[src/rtl/niu32_pkg.sv]
// niu32_pkg: shared widths, MMIO window and arbiter state encoding
package niu32_pkg;
  localparam int WORD_SIZE = 32;
  localparam int MEM_ADDR_BITS = 13;
  localparam int MEM_WORD_OFFSET = 2;
  localparam logic [31:0] MMIO_BASE = 32'hFFFF_0000;
  typedef enum logic [1:0] {
    S_IDLE    = 2'd0,
    S_OWN_CPU = 2'd1,
    S_OWN_DMA = 2'd2
  } arb_state_t;
endpackage

[src/rtl/niu32_mem_arbiter.sv]
// niu32_mem_arbiter: CPU/DMA arbiter onto one synchronous RAM port with DMA burst lock and starvation guard
module niu32_mem_arbiter #(
  parameter int WORD_SIZE = niu32_pkg::WORD_SIZE,
  parameter int MEM_ADDR_BITS = niu32_pkg::MEM_ADDR_BITS,
  parameter int MEM_WORD_OFFSET = niu32_pkg::MEM_WORD_OFFSET,
  parameter int STARVE_LIMIT = 3
) (
  input  logic                                     clk,
  input  logic                                     reset,
  input  logic                                     cpu_req,
  input  logic                                     cpu_we,
  input  logic [WORD_SIZE-1:0]                     cpu_addr,
  input  logic [WORD_SIZE-1:0]                     cpu_wdata,
  output logic                                     cpu_gnt,
  output logic                                     cpu_rvalid,
  output logic [WORD_SIZE-1:0]                     cpu_rdata,
  input  logic                                     dma_req,
  input  logic                                     dma_we,
  input  logic                                     dma_last,
  input  logic [WORD_SIZE-1:0]                     dma_addr,
  input  logic [WORD_SIZE-1:0]                     dma_wdata,
  output logic                                     dma_gnt,
  output logic                                     dma_rvalid,
  output logic [WORD_SIZE-1:0]                     dma_rdata,
  output logic                                     mem_en,
  output logic                                     mem_we,
  output logic [MEM_ADDR_BITS-MEM_WORD_OFFSET-1:0] mem_addr,
  output logic [WORD_SIZE-1:0]                     mem_wdata,
  input  logic [WORD_SIZE-1:0]                     mem_rdata
);
  import niu32_pkg::*;
  localparam logic [1:0] STARVE_MAX = 2'(STARVE_LIMIT);
  arb_state_t state, state_nxt, arb;
  logic [1:0] starve, starve_inc;
  logic any_gnt, acc_mmio, rd_cpu, rd_dma, rd_mmio;
  logic [WORD_SIZE-1:0] acc_addr, rd_data, cpu_rdata_q, dma_rdata_q;
  assign cpu_gnt = (state == S_OWN_CPU) && cpu_req;
  assign dma_gnt = (state == S_OWN_DMA) && dma_req;
  assign any_gnt = cpu_gnt || dma_gnt;
  // Arbitration sees the starve count including this cycle's CPU accept
  always_comb begin
    starve_inc = (cpu_gnt && dma_req && starve != STARVE_MAX) ? starve + 2'd1 : starve;
    arb = (dma_req && (!cpu_req || starve_inc == STARVE_MAX)) ? S_OWN_DMA :
          cpu_req ? S_OWN_CPU : S_IDLE;
    state_nxt = (state == S_OWN_DMA && !(dma_gnt && dma_last)) ? S_OWN_DMA : arb;
  end
  assign acc_addr = dma_gnt ? dma_addr : cpu_addr;
  assign acc_mmio = (acc_addr & WORD_SIZE'(MMIO_BASE)) == WORD_SIZE'(MMIO_BASE);
  assign mem_en = any_gnt && !acc_mmio;
  assign mem_we = mem_en && (dma_gnt ? dma_we : cpu_we);
  assign mem_addr = any_gnt ? acc_addr[MEM_ADDR_BITS-1:MEM_WORD_OFFSET] : '0;
  assign mem_wdata = dma_gnt ? dma_wdata : cpu_gnt ? cpu_wdata : '0;
  assign rd_data = rd_mmio ? '0 : mem_rdata;
  assign cpu_rvalid = rd_cpu;
  assign dma_rvalid = rd_dma;
  assign cpu_rdata = rd_cpu ? rd_data : cpu_rdata_q;
  assign dma_rdata = rd_dma ? rd_data : dma_rdata_q;
  always_ff @(posedge clk or negedge reset) begin
    if (!reset) state <= S_IDLE;
    else state <= state_nxt;
  end
  // Read return is routed by the owner tag captured at accept time
  always_ff @(posedge clk or negedge reset) begin
    if (!reset) begin
      starve <= 2'd0;
      rd_cpu <= 1'b0;
      rd_dma <= 1'b0;
      rd_mmio <= 1'b0;
      cpu_rdata_q <= '0;
      dma_rdata_q <= '0;
    end else begin
      starve <= (state_nxt == S_OWN_DMA && state != S_OWN_DMA) ? 2'd0 : starve_inc;
      rd_cpu <= cpu_gnt && !cpu_we;
      rd_dma <= dma_gnt && !dma_we;
      rd_mmio <= acc_mmio;
      if (rd_cpu) cpu_rdata_q <= rd_data;
      if (rd_dma) dma_rdata_q <= rd_data;
    end
  end
endmodule

[config.mk]
export PLATFORM = sky130hd
export DESIGN_NAME = niu32_mem_arbiter
export DESIGN_NICKNAME = d
export VERILOG_FILES = /design/src/rtl/niu32_pkg.sv /design/src/rtl/niu32_mem_arbiter.sv
export SDC_FILE = /design/constraint.sdc
export NUM_CORES = 1
export LEC_CHECK = 0
export ABC_AREA = 1
export CORE_AREA = 2 2 108 110
export CTS_CLUSTER_DIAMETER = 40
export CTS_CLUSTER_SIZE = 20
export DETAILED_ROUTE_END_ITERATION = 12
export DIE_AREA = 0 0 110 112
export HOLD_SLACK_MARGIN = 0.08
export MAX_ROUTING_LAYER = met4
export PLACE_DENSITY = 0.75
export SLEW_MARGIN = 40
export SYNTH_ARGS = -nofsm -noshare
export SYNTH_HDL_FRONTEND = slang
export SYNTH_SLANG_ARGS = --single-unit
export TNS_END_PERCENT = 30
[constraint.sdc]
create_clock -name clk -period 2.12 [get_ports clk]
set_clock_uncertainty 0.15 [all_clocks]
set_input_delay 0.53 -clock clk [delete_from_list [all_inputs] [get_ports clk]]
set_output_delay 0.53 -clock clk [all_outputs]
set_load 0.01 [all_outputs]
-- Word-level counts from Yosys, hierarchy flattened
Index checks and enable logic that the tools add are counted.
- flip-flop bits (word level): 71
- bits of input ports: 167
- output and inout bits: 113
- add/subtract/negate cells: 1
- equal/unequal tests: 7
- mux-type cells: 13
- reduce and logical (&&, ||, !) cells: 19
- operator list (operator ; number):
    32-bit 2-to-1 mux ; 6
    16-bit equality test, second input constant ; 1
    1-bit logical AND ; 12
    11-bit 2-to-1 mux ; 1
    2-bit 2-to-1 mux ; 4
    2-bit equality test, second input constant ; 3
    1-bit logical NOT ; 5
    2-bit != test, second input constant ; 2
    2-bit by 1-bit adder with 2-bit output, second input constant ; 1
    2-bit by 1-bit equality test with 1-bit output, second input constant ; 1
    1-bit logical OR ; 2
    1-bit 2-to-1 mux ; 2

-- Longest topological paths before layout
- word-level depth: 13
- mapped depth: 10

-- Worst setup path after synthesis
OpenSTA, ideal clock, no wires.
- path type: in2out
- start point: input cpu_req
- end point: output mem_wdata[22]
- arrival time: 1.236 ns
- required time: 1.440 ns
- setup slack: 0.204 ns
- cell stages on the path: 5
- buffers on the path: 2
- cell sequence: nand2_1 > nor2_2 > buf_6 > buf_2 > a22o_1
- cells in the longest elaborated chain, start to end: 3
- RTL lines (what ; line ; source):
    start, declared ; niu32_mem_arbiter.sv:10 ; input logic cpu_req,
    1-bit logical AND ; niu32_mem_arbiter.sv:37 ; assign cpu_gnt = (state == S_OWN_CPU) && cpu_req;
    named net cpu_gnt ; niu32_mem_arbiter.sv:14 ; output logic cpu_gnt,
    32-bit 2-to-1 mux (2 in series) ; niu32_mem_arbiter.sv:52 ; assign mem_wdata = dma_gnt ? dma_wdata : cpu_gnt ? cpu_wdata : '0;
    end, declared ; niu32_mem_arbiter.sv:28 ; output logic [WORD_SIZE-1:0] mem_wdata,
The timed path passes the listed nets, and every way through them passes these cells.

-- Worst setup path in the final report
- start point: register state[1]
- end point: output mem_wdata[8]
- cells in the longest elaborated chain, start to end: 4
- elaborated cells on any way between the ends: 6
- classes of those cells: eq/ne (2); mux (2); reduce/logical (2)
- RTL lines (what ; line ; source):
    start, declared ; niu32_mem_arbiter.sv:33 ; arb_state_t state, state_nxt, arb;
    start signal, assigned ; niu32_mem_arbiter.sv:60 ; else state <= state_nxt;
    2-bit by 1-bit equality test with 1-bit output ; niu32_mem_arbiter.sv:37 ;
    1-bit logical AND ; niu32_mem_arbiter.sv:37 ;
    32-bit 2-to-1 mux ; niu32_mem_arbiter.sv:52 ;
    32-bit 2-to-1 mux (*) ; niu32_mem_arbiter.sv:52 ;
Every way passes the cells marked *; elsewhere a longest branch is shown, timed or not.

==> metrics.cfg <==
[critical_path]
critPathKind=flip-flop to output port
arrival_ns=1.67
cp_slowest_cell=dfrtp_1
cp_max_fo=12
cp.required_ns=1.44
crit_path_start_kind=flip-flop
critPathMaxStageDelay_ns=0.40
crit_chain=buf_4 > nor2_4 > buf_12 > buf_12 > a22o_1 > dlygate4sd2_1
worstSetupEndpointType=output port
critical_path.most_common_cell=buf_12

[grt]
first_global_vias=4423
overflow=0
antenna_found_initial=1
grt_first_pass_wirelength_um=22100
grt.total_usage_pct=24.3
grt_max_degree=72

[place]
io_buffers=269
routabilityCongestion=0.889
dp.cells=805
dp_hpwl_um=10900

[run]
drv_cap=0

[clock_tree]
clock-sinks=71
clk_path_buf_depth=2
cts_tree=yes
numCtsBuffers=9
holdBufCountCts=0
htree_num_levels=3
clk_latency_ns=0.34
cts-root-buf=clkbuf_16
clkTransAtPathRegs_ns=0.05

[detailed_routing]
dr.pass1.iters=4
vias=4053
wire_per_inst_um=17.0
drcViolationCount=0
drtIter0Drc=223
viasPerCell=4.79
ant_nets=0
drt_wl_total_um=14400

[layout]
mostFrequentLayoutCells=144 x clkdlybuf4s50_1, 69 x dfrtp_1, 65 x nor2_1, 65 x buf_4, 63 x a21oi_2
finish.net_count=867
final_common_cell=clkdlybuf4s50_1
stdcell_count=847
area_growth_pct=117
drive_above_1_share_pct=39.8

[power]
p_int_uw=3790
power_density_mw_per_mm2=770
pwr-share-seq_pct=33.1
vdd_drop_max_mv=0.494
p_switching_uw=1690
switching_share_pct=30.8
p_comb_share_pct=41.8
leakage_uw=0.00328
clkPwrFrac_pct=25.1

[sta]
setup_viol=83
final.min_clock_period_ns=2.35
hold_violations=0
slew_headroom_pct=74.7
clock.fmax_ghz=0.426
worst_slack_ns=-0.226
hold_ws_ns=0.0710
finalCritPeriodShare_pct=111
worst-slew-pin-transition_ns=0.379
rsz0062_at_grt=true
drv_slew=0

[yosys]
async_flop_share_pct=100
ys.warnings.count=0
synth_cells=366
syn_nets=534
ys_seq_area_share_pct=54.1
syn_avg_cell_area_sq_um=8.97
synth-edff-count=0
yosysUniqueCellTypes=22
syn_area_sq_mm=0.00328
synthFlopType=dfrtp_1
ys_ff_latch=71

[floorplanning]
dieArea_sq_mm=0.0123
initial_utilization_pct=29.4
coreArea_sq_mm=0.0112
rows=39
die_y_um=112
pin_count=280
fp.dieW_um=110

[run_status]
violations=setup timing
outcome=finished, violations left

[min_path]
hold_class=primary input to asynchronous set/reset pin

-- synthesized netlist by cell type (2+ instances only) --
| cell | n | area share [%] |
|---|---|---|
| nand3_1 | 5 | 0.76 |
| buf_4 | 4 | 0.92 |
| clkbuf_1 | 5 | 0.57 |
| dfrtp_1 | 71 | 54 |
| nand3b_1 | 2 | 0.46 |
| nor4_1 | 2 | 0.38 |
| nand2_1 | 57 | 6.5 |
| buf_1 | 10 | 1.1 |
| inv_1 | 7 | 0.80 |
| inv_2 | 2 | 0.23 |
| nor2_2 | 2 | 0.38 |
| nand4_1 | 8 | 1.5 |
| a21oi_1 | 64 | 9.8 |
| nor2_1 | 71 | 8.1 |
| a22o_1 | 43 | 11 |
| buf_2 | 7 | 1.1 |
-- power by group through the flow --
stage / Clock, uW / Combinational [uW] / Sequential (uW)
after floorplan: 0 / 752 / 1800
after global placement: 0 / 2260 / 1820
after detailed placement: 0 / 2300 / 1830
after CTS: 1400 / 2280 / 1810
after global routing: 1470 / 2460 / 1840
final: 1370 / 2290 / 1810
-- critical path: cells and delay by family (launching register included) --
kind | cells | cell delay [ns]
AO/OA/AOI/OAI | 1 | 0.15
buffers and inverters | 4 | 0.67
flip-flops | 1 | 0.40
AND/OR/NAND/NOR | 1 | 0.11
-- routing by layer --
layer | global-route usage [%] | wire [um]
met2 | 44.2 | 8000
met5 | - | 0
met3 | 5.80 | 866
met1 | 23.9 | 5090
met4 | 11.2 | 476
-- metrics by stage --
step / instance area, sq um / utilization [%] / worst slack (ns) / setup TNS [ns] / total power [uW]
4_1_cts: 7070 / 63.3 / -0.239 / -10.61 / 5490
5_1_grt: 7120 / 63.7 / -0.293 / -16.86 / 5780
6_report: 7120 / 63.7 / -0.226 / -10.88 / 5480
3_5_place_dp: 6530 / 58.5 / -0.806 / -59.79 / 4140
3_3_place_gp: 6530 / 58.5 / -0.780 / -57.91 / 4070
2_1_floorplan: 3280 / - / 0.204 / 0 / 2550
-- state kept, by name, indices dropped and copies added (netlist names) --
register / count
state: 2
rd_mmio: 1
cpu_rdata_q: 32
dma_rvalid: 1
starve: 2
dma_rdata_q: 32
cpu_rvalid: 1
-- logic make-up after synthesis --
family / Yosys count / synth area share, %
buffers and inverters: 36 / 5.07
AO/OA/AOI/OAI: 108 / 21.5
AND/OR/NAND/NOR: 150 / 18.9
flip-flops: 71 / 54.1
adder cells (fa/ha/maj): 1 / 0.381
-- repair_timing --
item | in CTS | in global routing
buffers inserted | 23 | 1
pin swaps | 12 | 9
cloned | 2 | 1
setup endpoints to repair | 113 | 110
gates resized for setup | 473 | 28
-- cell type report --
| class | instances | area (sq um) |
|---|---|---|
| Clock inverter | 1 | 5.00 |
| Tap cell | 143 | 179 |
| Antenna cell | 1 | 2.50 |
| Inverter | 9 | 33.8 |
| Clock buffer | 14 | 264 |
| Multi-Input combinational cell | 259 | 1630 |
| Sequential cell | 71 | 1780 |
| Timing Repair Buffer | 349 | 3220 |
| Fill cell | 911 | 4060 |
-- worst paths after layout --
check / from / to / slack [ns] / depth (start not counted)
max reg2reg: state[0] / state[0] / -0.17 / 16
min in group clk: dma_rdata_q[27] / dma_rdata_q[27] / 0.37 / 2
min reg2reg: dma_rdata_q[27] / dma_rdata_q[27] / 0.37 / 2
min: reset / dma_rdata_q[8] / 0.07 / 2
max: state[1] / mem_wdata[8] / -0.23 / 6
max in group asynchronous: reset / cpu_rdata_q[30] / 1.45 / 2
Note: power is estimated with default switching activity, not from simulation.
